### config.mk
export PLATFORM = sky130hd
export DESIGN_NAME = ntt_stage_scheduler
export DESIGN_NICKNAME = d
export VERILOG_FILES = /design/src/rtl/ntt_sched_pkg.sv /design/src/rtl/ntt_stage_scheduler_addr_gen.sv /design/src/rtl/ntt_stage_scheduler.sv
export SDC_FILE = /design/constraint.sdc
export NUM_CORES = 1
export LEC_CHECK = 0
export CORE_MARGIN = 5
export CORE_UTILIZATION = 61
export DETAILED_ROUTE_END_ITERATION = 7
export PLACE_DENSITY = 0.83
export REMOVE_ABC_BUFFERS = 1
export SETUP_SLACK_MARGIN = 0.4
export SYNTH_ARGS = -nofsm -noshare
export SYNTH_HDL_FRONTEND = slang
export SYNTH_HIERARCHICAL = 1
export SYNTH_SLANG_ARGS = --single-unit
### constraint.sdc
create_clock -name clk -period 12.6 [get_ports clk]
set_input_delay 2.52 -clock clk [delete_from_list [all_inputs] [get_ports clk]]
set_output_delay 2.52 -clock clk [all_outputs]
set_load 0.05 [all_outputs]
### src/rtl/ntt_sched_pkg.sv
// Shared definitions for the NTT stage scheduler: mode encoding, FSM state type
// and the read-to-write pipeline depth helper.
package ntt_sched_pkg;

  localparam logic [1:0] MODE_FWD = 2'd0;
  localparam logic [1:0] MODE_INV = 2'd1;
  localparam logic [1:0] MODE_EW  = 2'd2;

  typedef enum logic [1:0] {
    ST_IDLE   = 2'd0,
    ST_ISSUE  = 2'd1,
    ST_DRAIN  = 2'd2,
    ST_FINISH = 2'd3
  } state_t;

  function automatic int pipe_depth(input int rd_lat, input int bfu_lat);
    return rd_lat + bfu_lat;
  endfunction

endpackage

### src/rtl/ntt_stage_scheduler_addr_gen.sv
// Combinational (stage, issue index, mode) -> (a, b, twiddle) mapper for
// Cooley-Tukey forward, Gentleman-Sande inverse and element-wise passes.
module ntt_addr_gen
  import ntt_sched_pkg::*;
#(
  parameter int LOG_N = 10,
  parameter int SW    = 4
) (
  input  logic [SW-1:0]    stage,
  input  logic [LOG_N-1:0] k,
  input  logic [1:0]       mode,
  output logic [LOG_N-1:0] a,
  output logic [LOG_N-1:0] b,
  output logic [LOG_N-1:0] tw
);

  localparam int unsigned N = 1 << LOG_N;

  int unsigned s_i, k_i, t, j, i_off, a_i, b_i, tw_i;

  // t is the butterfly span, j the block index and i_off the offset in the block
  always_comb begin
    s_i   = 32'(stage);
    k_i   = 32'(k);
    t     = 0;
    j     = 0;
    i_off = 0;
    a_i   = 0;
    b_i   = 0;
    tw_i  = 0;
    case (mode)
      MODE_FWD: begin
        t     = N >> (s_i + 1);
        j     = k_i >> (LOG_N - 1 - s_i);
        i_off = k_i & (t - 1);
        a_i   = (j << (LOG_N - s_i)) + i_off;
        b_i   = a_i + t;
        tw_i  = (32'd1 << s_i) + j;
      end
      MODE_INV: begin
        t     = 32'd1 << s_i;
        j     = k_i >> s_i;
        i_off = k_i & (t - 1);
        a_i   = (j << (s_i + 1)) + i_off;
        b_i   = a_i + t;
        tw_i  = (N >> (s_i + 1)) + j;
      end
      default: begin
        a_i  = k_i;
        b_i  = k_i;
        tw_i = 0;
      end
    endcase
  end

  assign a  = LOG_N'(a_i);
  assign b  = LOG_N'(b_i);
  assign tw = LOG_N'(tw_i);

endmodule

### src/rtl/ntt_stage_scheduler.sv
// NTT stage scheduler: issues butterfly reads stage by stage and delays the
// addresses to the write port. Optional cycle counter via NTT_SCHED_PERF_CNT_EN.
module ntt_stage_scheduler
  import ntt_sched_pkg::*;
#(
  parameter int LOG_N          = 10,
  parameter int BFU_LATENCY    = 17,
  parameter int MEM_RD_LATENCY = 1
) (
  input  logic             clk,
  input  logic             rst,
  input  logic             start,
  input  logic [1:0]       mode,
  output logic             busy,
  output logic             done,
  output logic             rd_en,
  output logic [LOG_N-1:0] rd_addr_a,
  output logic [LOG_N-1:0] rd_addr_b,
  output logic [LOG_N-1:0] tw_addr,
  output logic             bfu_forward,
  output logic             bfu_element_wise,
  output logic             wr_en_a,
  output logic             wr_en_b,
  output logic [LOG_N-1:0] wr_addr_a,
`ifdef NTT_SCHED_PERF_CNT_EN
  output logic [LOG_N-1:0] wr_addr_b,
  output logic [31:0]      cycle_count
`else
  output logic [LOG_N-1:0] wr_addr_b
`endif
);

  localparam int N  = 1 << LOG_N;
  localparam int P  = pipe_depth(MEM_RD_LATENCY, BFU_LATENCY);
  localparam int SW = (LOG_N > 1) ? $clog2(LOG_N) : 1;
  localparam int DW = (P > 1) ? $clog2(P) : 1;

  localparam logic [SW-1:0]    LAST_STAGE = SW'(LOG_N - 1);
  localparam logic [LOG_N-1:0] LAST_K_NTT = LOG_N'(N / 2 - 1);
  localparam logic [LOG_N-1:0] LAST_K_EW  = LOG_N'(N - 1);
  localparam logic [DW-1:0]    LAST_DRAIN = DW'(P - 1);

  state_t           state;
  logic [SW-1:0]    stage;
  logic [LOG_N-1:0] k;
  logic [DW-1:0]    drain_cnt;
  logic [1:0]       op_mode;
  logic             op_ew;
  logic             last_k;
  logic [LOG_N-1:0] gen_a, gen_b, gen_tw;

  logic             dl_v [P];
  logic [LOG_N-1:0] dl_a [P];
  logic [LOG_N-1:0] dl_b [P];

  assign op_ew  = (op_mode == MODE_EW);
  assign last_k = (k == (op_ew ? LAST_K_EW : LAST_K_NTT));

  ntt_addr_gen #(
    .LOG_N (LOG_N),
    .SW    (SW)
  ) u_addr_gen (
    .stage (stage),
    .k     (k),
    .mode  (op_mode),
    .a     (gen_a),
    .b     (gen_b),
    .tw    (gen_tw)
  );

  // Draining exactly P cycles after the last issue lets the next stage read
  // in the cycle right after the previous stage's final write.
  always_ff @(posedge clk or negedge rst) begin
    if (!rst) begin
      state            <= ST_IDLE;
      stage            <= '0;
      k                <= '0;
      drain_cnt        <= '0;
      op_mode          <= MODE_FWD;
      bfu_forward      <= 1'b0;
      bfu_element_wise <= 1'b0;
    end else begin
      case (state)
        ST_IDLE: begin
          if (start) begin
            op_mode          <= mode[1] ? MODE_EW : mode;
            bfu_forward      <= (mode == MODE_FWD) || mode[1];
            bfu_element_wise <= mode[1];
            stage            <= '0;
            k                <= '0;
            state            <= ST_ISSUE;
          end
        end
        ST_ISSUE: begin
          if (last_k) begin
            drain_cnt <= '0;
            state     <= ST_DRAIN;
          end else begin
            k <= k + 1'b1;
          end
        end
        ST_DRAIN: begin
          if (drain_cnt == LAST_DRAIN) begin
            if (!op_ew && stage != LAST_STAGE) begin
              stage <= stage + 1'b1;
              k     <= '0;
              state <= ST_ISSUE;
            end else begin
              state <= ST_FINISH;
            end
          end else begin
            drain_cnt <= drain_cnt + 1'b1;
          end
        end
        default: state <= ST_IDLE;
      endcase
    end
  end

  assign busy      = (state != ST_IDLE);
  assign done      = (state == ST_FINISH);
  assign rd_en     = (state == ST_ISSUE);
  assign rd_addr_a = rd_en ? gen_a  : '0;
  assign rd_addr_b = rd_en ? gen_b  : '0;
  assign tw_addr   = rd_en ? gen_tw : '0;

  always_ff @(posedge clk or negedge rst) begin
    if (!rst) begin
      for (int i = 0; i < P; i++) begin
        dl_v[i] <= 1'b0;
        dl_a[i] <= '0;
        dl_b[i] <= '0;
      end
    end else begin
      dl_v[0] <= rd_en;
      dl_a[0] <= rd_addr_a;
      dl_b[0] <= rd_addr_b;
      for (int i = 1; i < P; i++) begin
        dl_v[i] <= dl_v[i-1];
        dl_a[i] <= dl_a[i-1];
        dl_b[i] <= dl_b[i-1];
      end
    end
  end

  // Element-wise results come back on port b only
  assign wr_en_a   = dl_v[P-1] & ~op_ew;
  assign wr_en_b   = dl_v[P-1];
  assign wr_addr_a = dl_a[P-1];
  assign wr_addr_b = dl_b[P-1];

`ifdef NTT_SCHED_PERF_CNT_EN
  always_ff @(posedge clk or negedge rst) begin
    if (!rst) begin
      cycle_count <= '0;
    end else if (state == ST_IDLE && start) begin
      cycle_count <= '0;
    end else if (state == ST_ISSUE || state == ST_DRAIN) begin
      cycle_count <= cycle_count + 32'd1;
    end
  end
`endif

endmodule

==> results of run 1 <==
[worst max-delay path by stage]
stage | depth (start not counted) | start | slack [ns] | endpoint
finish | 25 | stage[1] | 2.37 | rd_addr_b[9]
global placement | 25 | stage[1] | 3.22 | rd_addr_b[9]
global route | 25 | stage[1] | 2.01 | rd_addr_b[9]
floorplan | 23 | stage[0] | 3.26 | rd_addr_b[9]
detailed placement | 25 | stage[1] | 3.06 | rd_addr_b[9]
CTS | 25 | stage[1] | 2.48 | rd_addr_b[9]
[cell families (layout without fill, tap and decap cells)]
logic type | Yosys count | in the layout | synth area share [%]
xor gates and xnor gates | 65 | 65 | 3.64
muxes | 45 | 45 | 3.42
AOI/OAI and AO/OA | 248 | 248 | 10.3
DFF | 402 | 402 | 62.1
adders and majority gates | 78 | 78 | 6.30
and+or+nand+nor | 363 | 363 | 11.0
buffers and inverters | 112 | 181 | 3.28
[metrics by stage]
step / area (um^2) / util [%] / hold WS [ns] / worst slack [ns] / std cells
global route: 18200 / 69.7 / 0.351 / 2.01 / 1717
detailed placement: 16900 / 64.9 / 0.335 / 3.06 / 1648
finish: 18200 / 69.7 / 0.339 / 2.37 / 1717
floorplan: 15800 / - / 0.331 / 3.26 / 1243
CTS: 18200 / 69.7 / 0.338 / 2.48 / 1717
global placement: 16900 / 64.9 / 0.331 / 3.22 / 1648
[cell usage after synthesis, drive strengths merged (21+ instances only)]
cell	count
nand2	82
and2	48
mux2i	28
a21o	24
dfrtp	402
o21ai	40
clkbuf	34
nor2	104
buf	36
inv	40
nor2b	21
nand3	22
nand2b	22
xnor2	48
ha	72
nor3	27
a21oi	74
[area by class of cell]
cell class | instances | area [um^2]
Fill cell | 1700 | 7910
Clock inverter | 17 | 191
Clock buffer | 52 | 1080
Timing Repair Buffer | 70 | 696
Inverter | 42 | 158
Multi-Input combinational cell | 799 | 5620
Sequential cell | 402 | 10100
Tap cell | 335 | 419
[power by group through the flow]
stage | logic (uW) | clock network, uW | registers (uW)
floorplan | 418 | 0 | 2040
global placement | 800 | 0 | 1980
detailed placement | 810 | 0 | 2040
CTS | 832 | 1190 | 2070
global route | 884 | 1250 | 2110
finish | 846 | 1170 | 2060
[layout by cell type (no fill, tap or decap), drive strengths merged, types with 40 or more instances in the layout]
cell | Yosys | final
nand2 | 82 | 82
and2 | 48 | 48
nor2 | 104 | 104
clkbuf | 34 | 52
dfrtp | 402 | 402
o21ai | 40 | 40
a21oi | 74 | 74
inv | 40 | 43
clkdlybuf4s50 | 0 | 60
ha | 72 | 72
xnor2 | 48 | 48
[layer usage]
layer | global-route usage (%) | share of wire, %
met2 | 46.9 | 48
met3 | 5.57 | 8.3
met1 | 36.6 | 38
met5 | 0 | 0
met4 | 11.8 | 5.0
[registers in the layout, indices dropped and copies added, names as in the netlist, 2 cells and up]
register	count
drain_cnt	5
stage	4
dl_a	170
k	10
state	2
wr_addr_b	10
dl_b	170
dl_v	17
wr_addr_a	10
==> impl_metrics.xml, run 1 <==
<?xml version="1.0" encoding="UTF-8"?>
<metrics>
  <group name="timing">
    <metric name="finalSetupTns" unit="ns">0</metric>
    <metric name="worst-slew-pin-transition" unit="ns">1.13</metric>
    <metric name="final_min_period_over_clock_period" unit="%">81.2</metric>
    <metric name="highest_achievable_clock_rate" unit="MHz">97.7</metric>
    <metric name="setup_viol" unit="">0</metric>
    <metric name="timing_hold_violations_final" unit="">0</metric>
    <metric name="grt_setup_unrepaired" unit="">no</metric>
    <metric name="fin_skew" unit="ns">0.0166</metric>
    <metric name="fin_crit" unit="ns">10.23</metric>
    <metric name="max-slew-margin-rel" unit="%">23.9</metric>
    <metric name="final_max_slew_viol_count" unit="">0</metric>
  </group>
  <group name="synth">
    <metric name="synth_top_cell_by_area" unit="">sky130_fd_sc_hd__dfrtp_1</metric>
    <metric name="post_synth_inst_count" unit="">1313</metric>
    <metric name="synth_area" unit="mm^2">0.0162</metric>
    <metric name="synth_warnings" unit="">6</metric>
    <metric name="synth_async_sr_flop_share" unit="%">100</metric>
    <metric name="synth-main-ff-cell" unit="">sky130_fd_sc_hd__dfrtp_1</metric>
    <metric name="synthTopCellsByArea" unit="">sky130_fd_sc_hd__dfrtp_1 62%, sky130_fd_sc_hd__ha_1 5.6%, sky130_fd_sc_hd__xnor2_1 2.6%, sky130_fd_sc_hd__nor2_1 2.4%, sky130_fd_sc_hd__a21oi_1 2.3%</metric>
    <metric name="synth_sequential_area_ratio" unit="%">62.1</metric>
    <metric name="yosys.cell_types.count" unit="">80</metric>
    <metric name="synth_enable_flop_cells" unit="">0</metric>
    <metric name="ys_seq_elements" unit="">402</metric>
    <metric name="netlist.area_leader.share" unit="%">62.1</metric>
    <metric name="syn-mean-instance-area" unit="um^2">12.3</metric>
  </group>
  <group name="cts">
    <metric name="clockBufferDepth" unit="">3</metric>
    <metric name="cts_sinks" unit="">402</metric>
    <metric name="clk_pin_slew" unit="ns">0.07</metric>
    <metric name="clk_latency" unit="ns">0.53</metric>
    <metric name="cts_made_buffers" unit="">38</metric>
    <metric name="htree_levels" unit="">2</metric>
    <metric name="post-cts-setup-buffers" unit="">0</metric>
    <metric name="postcts_resize_cnt" unit="">0</metric>
    <metric name="clock-root-buffer" unit="">sky130_fd_sc_hd__clkbuf_16</metric>
    <metric name="cts_tree" unit="">built</metric>
    <metric name="cts-hold-fix-buffers" unit="">0</metric>
  </group>
  <group name="die">
    <metric name="row_count" unit="">59</metric>
    <metric name="io_pins" unit="">62</metric>
    <metric name="initial_utilization" unit="%">62.0</metric>
    <metric name="area_enclosed_by_the_die_boundary" unit="mm^2">0.0299</metric>
    <metric name="core_region_area" unit="mm^2">0.0261</metric>
    <metric name="die_h" unit="um">173</metric>
    <metric name="chipWidth" unit="um">173</metric>
  </group>
  <group name="setup_path">
    <metric name="crit_arrival" unit="ns">7.71</metric>
    <metric name="timing.rr.start" unit="">stage[1]</metric>
    <metric name="required" unit="ns">10.08</metric>
    <metric name="crit_path_max_fanout" unit="">35</metric>
    <metric name="setup.worst_path.end_class" unit="">output pin</metric>
    <metric name="worst_path_buffer_plus_inverter_count" unit="">5</metric>
    <metric name="critical-path-max-stage-delay" unit="ns">0.82</metric>
    <metric name="regToRegSetupSlack" unit="ns">6.00</metric>
    <metric name="path_type_of_the_worst_setup_path" unit="">reg -&gt; out</metric>
    <metric name="rr_worst_depth" unit="">24</metric>
    <metric name="crit_path_start_kind" unit="">register</metric>
    <metric name="critPathSlowestCell" unit="">sky130_fd_sc_hd__ha_1</metric>
    <metric name="timing.critical_path.max_delay_family" unit="">compound AO/OA/AOI/OAI gates</metric>
    <metric name="r2r-end" unit="">dl_b[179]</metric>
  </group>
  <group name="power_and_ir_drop">
    <metric name="part_of_the_power_in_registers" unit="%">50.6</metric>
    <metric name="ir_worst_vdd" unit="mV">0.187</metric>
    <metric name="p_per_cell_area" unit="mW/mm^2">224</metric>
    <metric name="clock_power_share" unit="%">28.7</metric>
    <metric name="comb_power_share" unit="%">20.7</metric>
    <metric name="p_sw_share" unit="%">32.7</metric>
    <metric name="power.total" unit="uW">4080</metric>
    <metric name="power.net_switching" unit="uW">1330</metric>
    <metric name="cellInternalPower" unit="uW">2740</metric>
    <metric name="static-leakage-power" unit="uW">0.00854</metric>
  </group>
  <group name="global_route">
    <metric name="globalRouteOverflowTotal" unit="">0</metric>
    <metric name="antenna_found_initial" unit="">0</metric>
    <metric name="grt_pass1_vias" unit="">10900</metric>
    <metric name="wire_length_of_the_first_global_routing_pass" unit="um">66000</metric>
    <metric name="grt_start_max_net_pins" unit="">199</metric>
    <metric name="gr-usage-all-layers" unit="%">28.2</metric>
  </group>
  <group name="status">
    <metric name="outcome" unit="">complete, no violations</metric>
  </group>
  <group name="route">
    <metric name="remaining_drc_errors" unit="">0</metric>
    <metric name="pre_antenna_drt_iters" unit="">6</metric>
    <metric name="wirelength" unit="um">42100</metric>
    <metric name="routed_wire_length_per_instance" unit="um">24.5</metric>
    <metric name="dr.first_iter.drc_count" unit="">1352</metric>
    <metric name="ant_nets" unit="">0</metric>
    <metric name="per_cell_via_count_in_the_routed_design" unit="">6.22</metric>
    <metric name="vias" unit="">10700</metric>
  </group>
  <group name="flow_run">
    <metric name="max-cap-violations" unit="">0</metric>
  </group>
  <group name="finish">
    <metric name="post_route_cells_drive_above_1_share" unit="%">7.74</metric>
    <metric name="nets" unit="">1436</metric>
    <metric name="antennaDiodeCount" unit="">0</metric>
    <metric name="area_growth" unit="%">12.5</metric>
  </group>
  <group name="worst_hold_path">
    <metric name="hold_depth" unit="">0</metric>
    <metric name="hp-start" unit="">dl_b[164]</metric>
    <metric name="hold-path-endpoint" unit="">dl_b[154]</metric>
    <metric name="worstHoldPathType" unit="">reg -&gt; reg</metric>
  </group>
  <group name="place">
    <metric name="portBuffers" unit="">61</metric>
    <metric name="place.detailed.hpwl" unit="um">25700</metric>
    <metric name="place_congestion" unit="">1.01</metric>
  </group>
</metrics>
No activity file was read; power rests on OpenSTA's default activity.
==> run 2: changes to the inputs <==
--- a/config.mk
+++ b/config.mk
@@ -6,9 +6,9 @@
 export NUM_CORES = 1
 export LEC_CHECK = 0
 export CORE_MARGIN = 5
-export CORE_UTILIZATION = 61
+export CORE_UTILIZATION = 55
 export DETAILED_ROUTE_END_ITERATION = 7
-export PLACE_DENSITY = 0.83
+export PLACE_DENSITY = 0.79
 export REMOVE_ABC_BUFFERS = 1
 export SETUP_SLACK_MARGIN = 0.4
 export SYNTH_ARGS = -nofsm -noshare
==> constraint.sdc (replaced) <==
create_clock -name clk -period 8.6 [get_ports clk]
set_input_delay 1.72 -clock clk [delete_from_list [all_inputs] [get_ports clk]]
set_output_delay 1.72 -clock clk [all_outputs]
set_load 0.05 [all_outputs]
==> run 2 against run 1 <==
Against the previous run: sequential power rose by 46%; sequential cell count did not move; first-iteration DRC count fell by 9.8%; combinational power rose by 48%; critical endpoint is now rd_addr_b[6]; sequential share of layout area fell by 0.78 points; worst hold slack got worse by 0.0074 ns.
==> impl_metrics.xml, run 2 (synthesized netlist as in run 1, its figures left out) <==
<?xml version="1.0" encoding="UTF-8"?>
<metrics>
  <group name="power_and_ir_drop">
    <metric name="ir_worst_vdd" unit="mV">0.167</metric>
    <metric name="power.net_switching" unit="uW">1920</metric>
    <metric name="part_of_the_power_in_registers" unit="%">50.8</metric>
    <metric name="static-leakage-power" unit="uW">0.00867</metric>
    <metric name="clock_power_share" unit="%">28.0</metric>
    <metric name="comb_power_share" unit="%">21.2</metric>
    <metric name="p_per_cell_area" unit="mW/mm^2">319</metric>
    <metric name="cellInternalPower" unit="uW">3970</metric>
    <metric name="power.total" unit="uW">5890</metric>
    <metric name="p_sw_share" unit="%">32.6</metric>
  </group>
  <group name="cts">
    <metric name="cts_made_buffers" unit="">38</metric>
    <metric name="cts_sinks" unit="">402</metric>
    <metric name="clockBufferDepth" unit="">3</metric>
    <metric name="clk_latency" unit="ns">0.53</metric>
    <metric name="htree_levels" unit="">2</metric>
    <metric name="clk_pin_slew" unit="ns">0.08</metric>
    <metric name="clock-root-buffer" unit="">sky130_fd_sc_hd__clkbuf_16</metric>
    <metric name="cts_tree" unit="">built</metric>
    <metric name="cts-hold-fix-buffers" unit="">0</metric>
  </group>
  <group name="finish">
    <metric name="commonest_cells_after_routing_fill_and_taps_aside" unit="">398 x sky130_fd_sc_hd__dfrtp_1, 102 x sky130_fd_sc_hd__nor2_1, 81 x sky130_fd_sc_hd__nand2_1</metric>
    <metric name="antennaDiodeCount" unit="">0</metric>
    <metric name="area_growth" unit="%">14.1</metric>
    <metric name="register_area" unit="mm^2">0.0101</metric>
    <metric name="multi_input_area" unit="mm^2">0.00568</metric>
    <metric name="final_core_utilization" unit="%">63.9</metric>
    <metric name="biggestRegsByFlops" unit="">dl_a x170, dl_b x170, dl_v x17</metric>
    <metric name="most_frequent_standard_cell_in_the_layout_excluding_fill_and_tap_cells" unit="">sky130_fd_sc_hd__dfrtp_1</metric>
    <metric name="post_route_cells_drive_above_1_share" unit="%">10.1</metric>
    <metric name="nets" unit="">1456</metric>
    <metric name="final_layout_fill_cell_count" unit="">1986</metric>
  </group>
  <group name="route">
    <metric name="vias" unit="">10400</metric>
    <metric name="pre_antenna_drt_iters" unit="">6</metric>
    <metric name="wirelength" unit="um">41600</metric>
    <metric name="per_cell_via_count_in_the_routed_design" unit="">5.84</metric>
    <metric name="ant_nets" unit="">0</metric>
    <metric name="routed_wire_length_per_instance" unit="um">23.3</metric>
    <metric name="dr.first_iter.drc_count" unit="">1220</metric>
    <metric name="remaining_drc_errors" unit="">0</metric>
  </group>
  <group name="setup_path">
    <metric name="crit_arrival" unit="ns">6.31</metric>
    <metric name="path_type_of_the_worst_setup_path" unit="">reg -&gt; out</metric>
    <metric name="required" unit="ns">6.88</metric>
    <metric name="crit_path_max_fanout" unit="">26</metric>
    <metric name="setup.worst_path.end_class" unit="">output pin</metric>
    <metric name="crit_path_start_kind" unit="">register</metric>
    <metric name="regToRegSetupSlack" unit="ns">2.91</metric>
  </group>
  <group name="die">
    <metric name="chipWidth" unit="um">182</metric>
    <metric name="row_count" unit="">62</metric>
    <metric name="io_pins" unit="">62</metric>
    <metric name="core_region_area" unit="mm^2">0.0289</metric>
    <metric name="die_h" unit="um">182</metric>
    <metric name="area_enclosed_by_the_die_boundary" unit="mm^2">0.0330</metric>
    <metric name="initial_utilization" unit="%">56.0</metric>
  </group>
  <group name="flow_run">
    <metric name="max-cap-violations" unit="">0</metric>
  </group>
  <group name="timing">
    <metric name="setup_viol" unit="">0</metric>
    <metric name="grt_setup_unrepaired" unit="">no</metric>
    <metric name="finalSetupTns" unit="ns">0</metric>
    <metric name="final_max_slew_viol_count" unit="">0</metric>
    <metric name="timing_hold_violations_final" unit="">0</metric>
    <metric name="fin_crit" unit="ns">8.03</metric>
    <metric name="highest_achievable_clock_rate" unit="MHz">125</metric>
    <metric name="final_min_period_over_clock_period" unit="%">93.4</metric>
    <metric name="fin_skew" unit="ns">0.0194</metric>
    <metric name="max-slew-margin-rel" unit="%">26.8</metric>
    <metric name="worst-slew-pin-transition" unit="ns">1.10</metric>
  </group>
  <group name="place">
    <metric name="portBuffers" unit="">61</metric>
    <metric name="place_congestion" unit="">0.940</metric>
    <metric name="place.detailed.hpwl" unit="um">25300</metric>
  </group>
  <group name="global_route">
    <metric name="antenna_found_initial" unit="">1</metric>
    <metric name="globalRouteOverflowTotal" unit="">0</metric>
    <metric name="grt_pass1_vias" unit="">11000</metric>
    <metric name="gr-usage-all-layers" unit="%">25.5</metric>
    <metric name="wire_length_of_the_first_global_routing_pass" unit="um">65300</metric>
    <metric name="grt_start_max_net_pins" unit="">216</metric>
  </group>
  <group name="worst_hold_path">
    <metric name="worstHoldPathType" unit="">reg -&gt; reg</metric>
  </group>
  <group name="status">
    <metric name="outcome" unit="">complete, no violations</metric>
  </group>
</metrics>
## run 2: changes by cell type in the layout (fill, tap and decap cells not counted), moves of 3 or more
cell and delta:
sky130_fd_sc_hd__buf_4 +17, sky130_fd_sc_hd__bufinv_16 -3, sky130_fd_sc_hd__clkbuf_8 +3, sky130_fd_sc_hd__clkdlybuf4s50_1 -3, sky130_fd_sc_hd__dfrtp_1 -3, sky130_fd_sc_hd__o21ai_0 -3
sky130_fd_sc_hd__o21ai_1 +3
## run 2: cell type report
class                           instances  area share [%]
Tap cell                              384            2.60
Sequential cell                       402            54.4
Timing Repair Buffer                   90            4.70
Inverter                               42           0.873
Multi-Input combinational cell        799            30.7
Clock buffer                           56            6.11
Clock inverter                         14           0.602
## run 2: repair_timing
| item | CTS | global route |
|---|---|---|
| buffers inserted | 1 | 7 |
| pin swaps | 0 | 1 |
| resized for setup | 6 | 19 |
| setup endpoints to repair | 4 | 5 |
## run 2: worst paths after layout
path | depth (start not counted) | start | endpoint
worst max register to register | 19 | stage[0] | dl_b[179]
worst min register to register | 0 | dl_b[86] | dl_b[76]
worst max-delay path | 18 | stage[0] | rd_addr_b[6]
worst min-delay path | 0 | dl_b[86] | dl_b[76]
max in group asynchronous | 2 | rst | dl_a[149]
min in group asynchronous | 1 | rst | dl_a[41]
## run 2: stage by stage
stage	hold slack, ns	area (um^2)	worst slack [ns]	std cells
CTS	0.331	18400	0.363	1780
finish	0.332	18500	0.572	1787
global placement	0.332	17100	0.798	1709
floorplan	0.331	15800	0.0561	1243
detailed placement	0.335	17100	0.722	1709
global route	0.333	18500	0.332	1787
## run 2: power groups by stage
stage / Combinational (uW) / Sequential (uW) / Clock [uW]
floorplan: 612 / 2990 / 0
global placement: 1200 / 2880 / 0
detailed placement: 1210 / 2960 / 0
CTS: 1240 / 3020 / 1700
global route: 1320 / 3070 / 1770
finish: 1250 / 3000 / 1650
## run 2: metal layers
layer,global-route usage (%),vias to the layer above,wire (um)
met5,0,-,0
met4,8.92,0,1640
met3,2.92,115,2240
met2,44.8,476,21100
met1,33.0,5241,16600
li1,-,4609,-
## run 2: critical path: stages (launching register included)
cell and delay (ns):
sky130_fd_sc_hd__dfrtp_4 0.65, sky130_fd_sc_hd__ha_1 0.39, sky130_fd_sc_hd__ha_1 0.52, sky130_fd_sc_hd__nand3_1 0.25, sky130_fd_sc_hd__nor3_1 0.27, sky130_fd_sc_hd__ha_1 0.27
sky130_fd_sc_hd__fa_1 0.27, sky130_fd_sc_hd__xor2_1 0.30, sky130_fd_sc_hd__ha_1 0.37, sky130_fd_sc_hd__nor2b_1 0.20, sky130_fd_sc_hd__o21ai_0 0.25, sky130_fd_sc_hd__a21boi_0 0.17
sky130_fd_sc_hd__o21a_1 0.20, sky130_fd_sc_hd__nor2_1 0.15, sky130_fd_sc_hd__xnor2_1 0.15, sky130_fd_sc_hd__a211oi_1 0.11, sky130_fd_sc_hd__a21oi_1 0.20, sky130_fd_sc_hd__and2_1 0.23
sky130_fd_sc_hd__clkdlybuf4s50_1 0.83
